### src/rtl/logic_unit_pipe.sv
// Pipelined AND/OR/XOR/NOR unit with zero flag and an elastic valid/ready pipeline of STAGES slots.
// Optional feature: define LOGIC_UNIT_STATS_EN to add stat_clr / op_cnt (delivered-result counter).
module logic_unit_pipe #(
  parameter int WIDTH  = 32,
  parameter int STAGES = 2
) (
  input  logic             clk,
  input  logic             rst_n,
  input  logic             in_valid,
  output logic             in_ready,
  input  logic [WIDTH-1:0] a,
  input  logic [WIDTH-1:0] b,
  input  logic [1:0]       op,
  output logic             out_valid,
  input  logic             out_ready,
  output logic [WIDTH-1:0] z,
  output logic             zero
`ifdef LOGIC_UNIT_STATS_EN
  ,
  input  logic             stat_clr,
  output logic [15:0]      op_cnt
`endif
);

  function automatic logic [WIDTH-1:0] logic_op(input logic [WIDTH-1:0] x,
                                                input logic [WIDTH-1:0] y,
                                                input logic [1:0]       sel);
    logic [WIDTH-1:0] r;
    case (sel)
      2'b00:   r = x & y;
      2'b01:   r = x | y;
      2'b10:   r = x ^ y;
      default: r = ~(x | y);
    endcase
    return r;
  endfunction

  logic [STAGES-1:0]            v_q;
  logic [STAGES-1:0]            v_d;
  logic [STAGES-1:0]            en;
  logic [STAGES-1:0][WIDTH-1:0] stage_z;
  logic [STAGES-1:0]            stage_zero;
  logic [WIDTH-1:0]             res_d;
  logic                         res_zero_d;

  assign res_d      = logic_op(a, b, op);
  assign res_zero_d = ~|res_d;

  // A slot may load when it is empty or its occupant moves on this cycle.
  always_comb begin
    en = '0;
    en[STAGES-1] = !v_q[STAGES-1] | out_ready;
    for (int k = STAGES - 2; k >= 0; k--) begin
      en[k] = !v_q[k] | en[k+1];
    end
  end

  always_comb begin
    v_d = v_q;
    if (en[0]) v_d[0] = in_valid;
    for (int k = 1; k < STAGES; k++) begin
      if (en[k]) v_d[k] = v_q[k-1];
    end
  end

  always_ff @(posedge clk or negedge rst_n) begin
    if (!rst_n) v_q <= '0;
    else        v_q <= v_d;
  end

  for (genvar k = 0; k < STAGES; k++) begin : g_stage
    logic [WIDTH-1:0] src_z;
    logic             src_zero;
    logic             src_vld;
    logic             ld;
    logic [WIDTH-1:0] d_q;
    logic             zf_q;

    if (k == 0) begin : g_head
      // ---- stage 1: capture the freshly computed result ----
      assign src_z    = res_d;
      assign src_zero = res_zero_d;
      assign src_vld  = in_valid;
    end else begin : g_body
      // ---- stage k+1: forward from the previous slot ----
      assign src_z    = stage_z[k-1];
      assign src_zero = stage_zero[k-1];
      assign src_vld  = v_q[k-1];
    end

    // Data only moves with a valid token, so z holds the last delivered result.
    assign ld = en[k] & src_vld;

    if (k == STAGES - 1) begin : g_last
      always_ff @(posedge clk or negedge rst_n) begin
        if (!rst_n) begin
          d_q  <= '0;
          zf_q <= 1'b0;
        end else if (ld) begin
          d_q  <= src_z;
          zf_q <= src_zero;
        end
      end
    end else begin : g_mid
      always_ff @(posedge clk) begin
        if (ld) begin
          d_q  <= src_z;
          zf_q <= src_zero;
        end
      end
    end

    assign stage_z[k]    = d_q;
    assign stage_zero[k] = zf_q;
  end

  assign in_ready  = en[0];
  assign out_valid = v_q[STAGES-1];
  assign z         = stage_z[STAGES-1];
  assign zero      = stage_zero[STAGES-1];

`ifdef LOGIC_UNIT_STATS_EN
  logic [15:0] op_cnt_q;

  always_ff @(posedge clk or negedge rst_n) begin
    if (!rst_n)                       op_cnt_q <= '0;
    else if (stat_clr)                op_cnt_q <= '0;
    else if (out_valid && out_ready)  op_cnt_q <= op_cnt_q + 16'd1;
  end

  assign op_cnt = op_cnt_q;
`endif

endmodule
### config.mk
export PLATFORM = sky130hd
export DESIGN_NAME = logic_unit_pipe
export DESIGN_NICKNAME = d
export VERILOG_FILES = /design/src/rtl/logic_unit_pipe.sv
export SDC_FILE = /design/constraint.sdc
export NUM_CORES = 1
export LEC_CHECK = 0
export ABC_CLOCK_PERIOD_IN_PS = 1550
export CAP_MARGIN = 0
export CORE_ASPECT_RATIO = 0.5
export CORE_MARGIN = 2
export CORE_UTILIZATION = 40
export DETAILED_ROUTE_END_ITERATION = 8
export PLACE_DENSITY = 0.67
export RECOVER_POWER = 25
export SLEW_MARGIN = 40
export SYNTH_ARGS = -nofsm -noshare
export SYNTH_HDL_FRONTEND = slang
export SYNTH_SLANG_ARGS = --single-unit
### constraint.sdc
create_clock -name clk -period 1.55 [get_ports clk]
set_input_delay 0.31 -clock clk [delete_from_list [all_inputs] [get_ports clk]]
set_output_delay 0.31 -clock clk [all_outputs]
set_load 0.1 [all_outputs]
* After elaboration in Yosys (flattened, before gate mapping)
Cells that the tools add are included.
** Word-level totals
- Output and inout port bits :: 35
- Register bits :: 68
- Logic and storage cells :: 22
** Operators by class
- Reductions and logical operators :: 5
- Bitwise gates (word level) :: 8
- Eq/ne operators :: 2
- Multiplexer cells :: 1
** Operator list (number)
- $pmux 32 s3 :: 1
- $and 32x32->32 :: 1
- $not 32->32 :: 1
- $or 32x32->32 :: 1
- $reduce_or 32->1 :: 1
- $xor 32x32->32 :: 1
- $logic_not 1->1 :: 3
- $and 1x1->1 :: 2
- $eq 2x1->1 const B :: 1
- $eq 2x2->1 const B :: 1
- $logic_not 2->1 :: 1
- $or 1x1->1 :: 2

* Logic depth before layout (Yosys ltp)
Gate-level depths: netlist of run 1.
- Depth in word-level cells :: 5
- Depth in mapped cells :: 8
- Depth with buffers taken out :: 7

* Worst setup path before layout of run 1
OpenSTA, ideal clock, no wires.
- Path kind :: register to register
- Start :: register v_q[1]
- End :: register g_stage[0].d_q[0], enable pin
- Setup slack :: -1.650 ns
- Arrival :: 2.789 ns
- Stages on the path, launching flop included :: 3
- Path buffers :: 0
- Required time :: 1.140 ns
- Period minus slack after synthesis :: 3.200 ns
- Cells stage by stage :: dfrtp_1 -> nand3b_1 -> and2_1
** Between the ends
- Longest elaborated chain between the ends :: 4
** Ends and longest elaborated chain
- start: declaration :: RTL line 38 : logic [STAGES-1:0] v_q;
- start signal: assignment :: RTL line 68 : else v_q <= v_d;
- $logic_not 1->1 :: RTL line 52 : en[STAGES-1] = !v_q[STAGES-1] | out_ready;
- $or 1x1->1 :: RTL line 52
- $or 1x1->1 :: RTL line 54 : en[k] = !v_q[k] | en[k+1];
- named net in_ready :: RTL line 10 : output logic in_ready,
- $and 1x1->1 :: RTL line 92 : assign ld = en[k] & src_vld;
- named net g_stage[0].ld :: RTL line 75 : logic ld;
- end signal: assignment :: RTL line 107 : d_q <= src_z;
- end: declaration :: RTL line 76 : logic [WIDTH-1:0] d_q;
The timed path passes the listed nets, and every way through them passes these cells.
A chain may end at the register's enable or synchronous reset.

* Worst setup path after layout of run 1
- Start :: input a[5]
- End :: register g_stage[0].zf_q (data pin)
** Between the ends
- Longest elaborated chain between the ends :: 5
- Elaborated cells between the ends (all ways) :: 7
- Classes of those cells :: mux: 1; bitwise: 4; reduce/logical: 2
** Ends and longest elaborated chain
- start: declaration :: RTL line 11 : input logic [WIDTH-1:0] a,
- $or 32x32->32 :: RTL line 31, 33
- $not 32->32 :: RTL line 33 : default: r = ~(x | y);
- $pmux 32 s3 * :: RTL line 29 : case (sel)
- $reduce_or 32->1 * :: RTL line 47 : assign res_zero_d = ~|res_d;
- $logic_not 1->1 * :: RTL line 47
- named net g_stage[0].src_zero :: RTL line 73 : logic src_zero;
- end signal: assignment :: RTL line 108 : zf_q <= src_zero;
- end: declaration :: RTL line 77 : logic zf_q;
The timed path passes the listed nets; every way through them passes the cells marked *.

==> impl_metrics.prom, run 1 <==
# TYPE chip_impl_metric gauge
chip_impl_info{name="final_common_cell",value="buf_4"} 1
chip_impl_metric{name="wire_per_inst",unit="um"} 15.06
chip_impl_metric{name="post_synth.cell_area_avg",unit="um2"} 10.35
chip_impl_metric{name="overflow",unit=""} 0
chip_impl_metric{name="power.switching_fraction",unit="%"} 37.93
chip_impl_metric{name="critical_path_arrival",unit="ns"} 1.89
chip_impl_metric{name="final_layout_size_suffix_gt1_share",unit="%"} 42.60
chip_impl_metric{name="final-max-slew-violation-count",unit=""} 0
chip_impl_metric{name="drt_pre_antenna_iters",unit=""} 4
chip_impl_metric{name="netSwitchingPower",unit="mW"} 2.926
chip_impl_info{name="busiest_layer",value="met2"} 1
chip_impl_info{name="startpoint_type",value="input pin"} 1
chip_impl_info{name="tritoncts",value="yes"} 1
chip_impl_metric{name="rrSetupSlack",unit="ns"} 0.03
chip_impl_info{name="holdCritPathClass",value="in2reg"} 1
chip_impl_info{name="most-common-layout-cells",value="buf_4 (54), ha_1 (48), inv_1 (43), buf_12 (43), nand2_1 (38)"} 1
chip_impl_metric{name="initial_drc_count",unit=""} 194
chip_impl_metric{name="area_growth",unit="%"} 59.45
chip_impl_metric{name="final_setup_viols",unit=""} 1
chip_impl_info{name="synth.top_cells.by_area",value="edfxtp_1 (22%), dfrtp_1 (19%), ha_1 (18%)"} 1
chip_impl_metric{name="gr-usage-met3",unit="%"} 3.203
chip_impl_metric{name="ff2ff_path_depth",unit=""} 5
chip_impl_metric{name="vias_per_inst",unit=""} 4.972
chip_impl_metric{name="clock_latency",unit="ns"} 0.33
chip_impl_metric{name="clock_tree.buffer_depth",unit=""} 2
chip_impl_metric{name="die-area",unit="um2"} 12360
chip_impl_metric{name="synth_area",unit="um2"} 4573
chip_impl_metric{name="worstMarginPinSlew",unit="ns"} 0.5298
chip_impl_metric{name="worst_hold_path.num_cells",unit=""} 3
chip_impl_metric{name="relative_contribution_of_the_clock_network_to_total_power",unit="%"} 25.5
chip_impl_info{name="crit-reg2reg-capture",value="z[25]$_DFFE_PN0P_"} 1
chip_impl_metric{name="tritoncts.num_buffers",unit=""} 9
chip_impl_metric{name="antenna_violations_before_repair",unit=""} 0
chip_impl_metric{name="use_met1",unit="%"} 25.19
chip_impl_metric{name="max_freq",unit="MHz"} 590.6
chip_impl_metric{name="timing_hold_violations_final",unit=""} 0
chip_impl_metric{name="synth_largest_type_area_fraction",unit="%"} 21.67
chip_impl_metric{name="die_width",unit="um"} 155.2
chip_impl_info{name="violations",value="negative setup slack"} 1
chip_impl_metric{name="syn_nets",unit=""} 576
chip_impl_metric{name="worst_case_clock_skew",unit="ns"} 0.005256
chip_impl_metric{name="timing.final.crit_share",unit="%"} 109.2
chip_impl_info{name="timing_worst_setup_path_type",value="in2reg"} 1
chip_impl_info{name="rr_startpoint",value="v_q[1]$_DFFE_PN0P_"} 1
chip_impl_metric{name="ffs_latches_synth",unit=""} 68
chip_impl_metric{name="dpl-instance-area",unit="um2"} 6452
chip_impl_info{name="clock_tree.root_cell",value="clkbuf_16"} 1
chip_impl_metric{name="n_fill_cell",unit=""} 853
chip_impl_metric{name="synth_seq_area_share",unit="%"} 40.82
chip_impl_metric{name="fp-row-count",unit=""} 27
chip_impl_metric{name="grt_usage",unit="%"} 19.53
chip_impl_metric{name="drc_errors",unit=""} 0
chip_impl_metric{name="io-pin-count",unit=""} 105
chip_impl_metric{name="grt_start_max_net_pins",unit=""} 22
chip_impl_metric{name="grt_first_pass_wirelength",unit="um"} 18600
chip_impl_metric{name="drv_cap",unit=""} 0
chip_impl_metric{name="global_route.usage.met2",unit="%"} 33.56
chip_impl_metric{name="drt_wl_total",unit="um"} 11440
chip_impl_metric{name="ys_warn_count",unit=""} 0
chip_impl_info{name="synth_largest_area_cell",value="edfxtp_1"} 1
chip_impl_metric{name="timing.final.ws_setup",unit="ns"} -0.1432
chip_impl_info{name="worst_hold_startpoint",value="out_ready"} 1
chip_impl_metric{name="fp.coreArea",unit="um2"} 11080
chip_impl_metric{name="power.leakage",unit="nW"} 3.409
chip_impl_info{name="unrepaired_setup_endpoints_after_global_routing",value="true"} 1
chip_impl_metric{name="cellInternalPower",unit="mW"} 4.789
chip_impl_metric{name="yosys.cell_types.count",unit=""} 35
chip_impl_metric{name="clk_pin_slew",unit="ns"} 0.05
chip_impl_metric{name="worst_ir_drop_vdd",unit="V"} 0.0006693
chip_impl_metric{name="power_per_cell_area",unit="nW/um2"} 1058
chip_impl_metric{name="grt_pass1_vias",unit=""} 3795
chip_impl_metric{name="critical_path_required",unit="ns"} 1.75
chip_impl_info{name="result_of_the_run",value="finished with violations"} 1
chip_impl_metric{name="remaining_antenna_violation_count",unit=""} 0
chip_impl_metric{name="gp_congestion",unit=""} 0.7779
chip_impl_metric{name="place_hpwl",unit="um"} 7452
chip_impl_metric{name="totalNegativeSetupSlack",unit="ns"} -0.1432
chip_impl_metric{name="portBuffers",unit=""} 104
chip_impl_metric{name="cts.sink_count",unit=""} 68
chip_impl_metric{name="dieHeight",unit="um"} 79.61
chip_impl_metric{name="seq_power_share",unit="%"} 31.0
chip_impl_metric{name="critical_path.max_fanout",unit=""} 2
chip_impl_metric{name="fin_nets",unit=""} 744
chip_impl_metric{name="cts_htree_levels",unit=""} 3
chip_impl_metric{name="final_design_area_no_fill",unit="um2"} 7292
chip_impl_metric{name="start_util",unit="%"} 41.27
chip_impl_info{name="holdPathEnd",value="v_q[1]$_DFFE_PN0P_"} 1
chip_impl_info{name="worstSetupEndpointType",value="flop"} 1
chip_impl_metric{name="n_antenna_cell",unit=""} 0
chip_impl_metric{name="finalCriticalPeriod",unit="ns"} 1.693
chip_impl_metric{name="num_vias",unit=""} 3779
chip_impl_metric{name="p_comb_share",unit="%"} 43.6
chip_impl_metric{name="netlist_instances",unit=""} 442
chip_impl_metric{name="max_slew_margin",unit="%"} 64.68
metrics by stage:
stage	setup slack (ns)	std cells	hold slack (ns)	total power, mW	utilization [%]
6_report	-0.1432	760	0.2874	7.715	65.81
5_1_grt	-0.1752	760	0.3386	8.026	65.81
3_3_place_gp	-0.8622	703	0.2962	5.558	58.23
4_1_cts	-0.1144	759	0.4771	7.749	65.63
3_5_place_dp	-0.8885	703	0.3015	5.602	58.23
2_1_floorplan	-0.7367	442	0.01441	4.240	-
flip-flops by register name, summed over array words and instances (netlist names):
register	flops
g_stage.d_q	32
z	32
g_stage.zf_q	1
v_q	2
zero	1
worst max-delay path by stage:
stage               cells past startpoint  slack [ns]                     endpoint          startpoint
floorplan                               2       -0.74  g_stage[0].d_q[0]$_DFFE_PP_  v_q[1]$_DFFE_PN0P_
global placement                        9       -0.86    g_stage[0].zf_q$_DFFE_PP_               op[1]
detailed placement                      7       -0.89    g_stage[0].zf_q$_DFFE_PP_                b[3]
CTS                                     8       -0.11    g_stage[0].zf_q$_DFFE_PP_               op[0]
global route                            8       -0.18    g_stage[0].zf_q$_DFFE_PP_                a[5]
finish                                  8       -0.14    g_stage[0].zf_q$_DFFE_PP_                a[5]
timing repair:
item                                    CTS  global route
endpoints found under the setup margin    2             3
pin swaps                                60            33
hold buffers                              1             0
setup buffers                            33             4
cloned                                    7             0
resized for setup                       197            52
endpoints found under the hold margin    19             0
synthesized netlist by cell type, drive strengths merged:
| library cell | instances |
|---|---|
| a21o | 28 |
| and2 | 1 |
| and2b | 1 |
| and4bb | 1 |
| buf | 18 |
| clkbuf | 3 |
| dfrtp | 35 |
| edfxtp | 33 |
| ha | 64 |
| inv | 65 |
| mux2 | 33 |
| nand2 | 42 |
| nand2b | 31 |
| nand3b | 1 |
| nor2 | 8 |
| nor2b | 7 |
| nor3 | 4 |
| nor4 | 2 |
| o2111ai | 13 |
| o211ai | 13 |
| o21a | 4 |
| o21ai | 30 |
| o221ai | 2 |
| o22ai | 1 |
| or4 | 2 |
routing by layer:
metal / part of all wire [%] / vias up / wire, um
met2: 49 / 100 / 5600
met4: 2.1 / 0 / 242
met1: 45 / 1805 / 5143
met3: 4.0 / 19 / 455
li1: - / 1855 / -
met5: 0 / - / 0
cell families after synthesis:
logic type,share of synthesized area (%)
AOI/OAI and AO/OA,13.95
adders and majority gates,17.51
buffers and inverters,8.071
DFF,40.82
muxes,8.126
and+or+nand+nor,11.52
area by class of cell:
cell class	instances	area (um2)	share of cell area, %
clock buffers	11	232.7	3.191
well taps	145	181.4	2.488
inverters	65	261.5	3.586
flip-flops and latches	68	1871	25.65
clock inverters	5	52.55	0.7207
multi-input cells	288	2621	35.95
repair buffers	178	2072	28.41
power by group through the flow:
stage	sequential (mW)	clock, mW	combinational, mW
detailed placement	2.43	0	3.17
floorplan	3.58	0	0.661
finish	2.39	1.96	3.36
global route	2.42	2.08	3.52
global placement	2.42	0	3.14
CTS	2.39	2.01	3.34
critical path, stage by stage:
cell and delay, ns:
buf_6 0.10, inv_2 0.04, ha_2 0.26, nor2_2 0.11, o21a_1 0.16, o221ai_1 0.12
or4_4 0.53, and4bb_1 0.25
No activity file was read; power rests on OpenSTA's default activity.
==> run 2, diff against run 1 <==
--- a/config.mk
+++ b/config.mk
@@ -11,6 +11,7 @@
 export CORE_MARGIN = 2
 export CORE_UTILIZATION = 40
 export DETAILED_ROUTE_END_ITERATION = 8
+export GPL_ROUTABILITY_DRIVEN = 0
 export PLACE_DENSITY = 0.67
 export RECOVER_POWER = 25
 export SLEW_MARGIN = 40
==> results of run 2 <==
The final DEF is identical to that of run 1; final timing and power are the same.
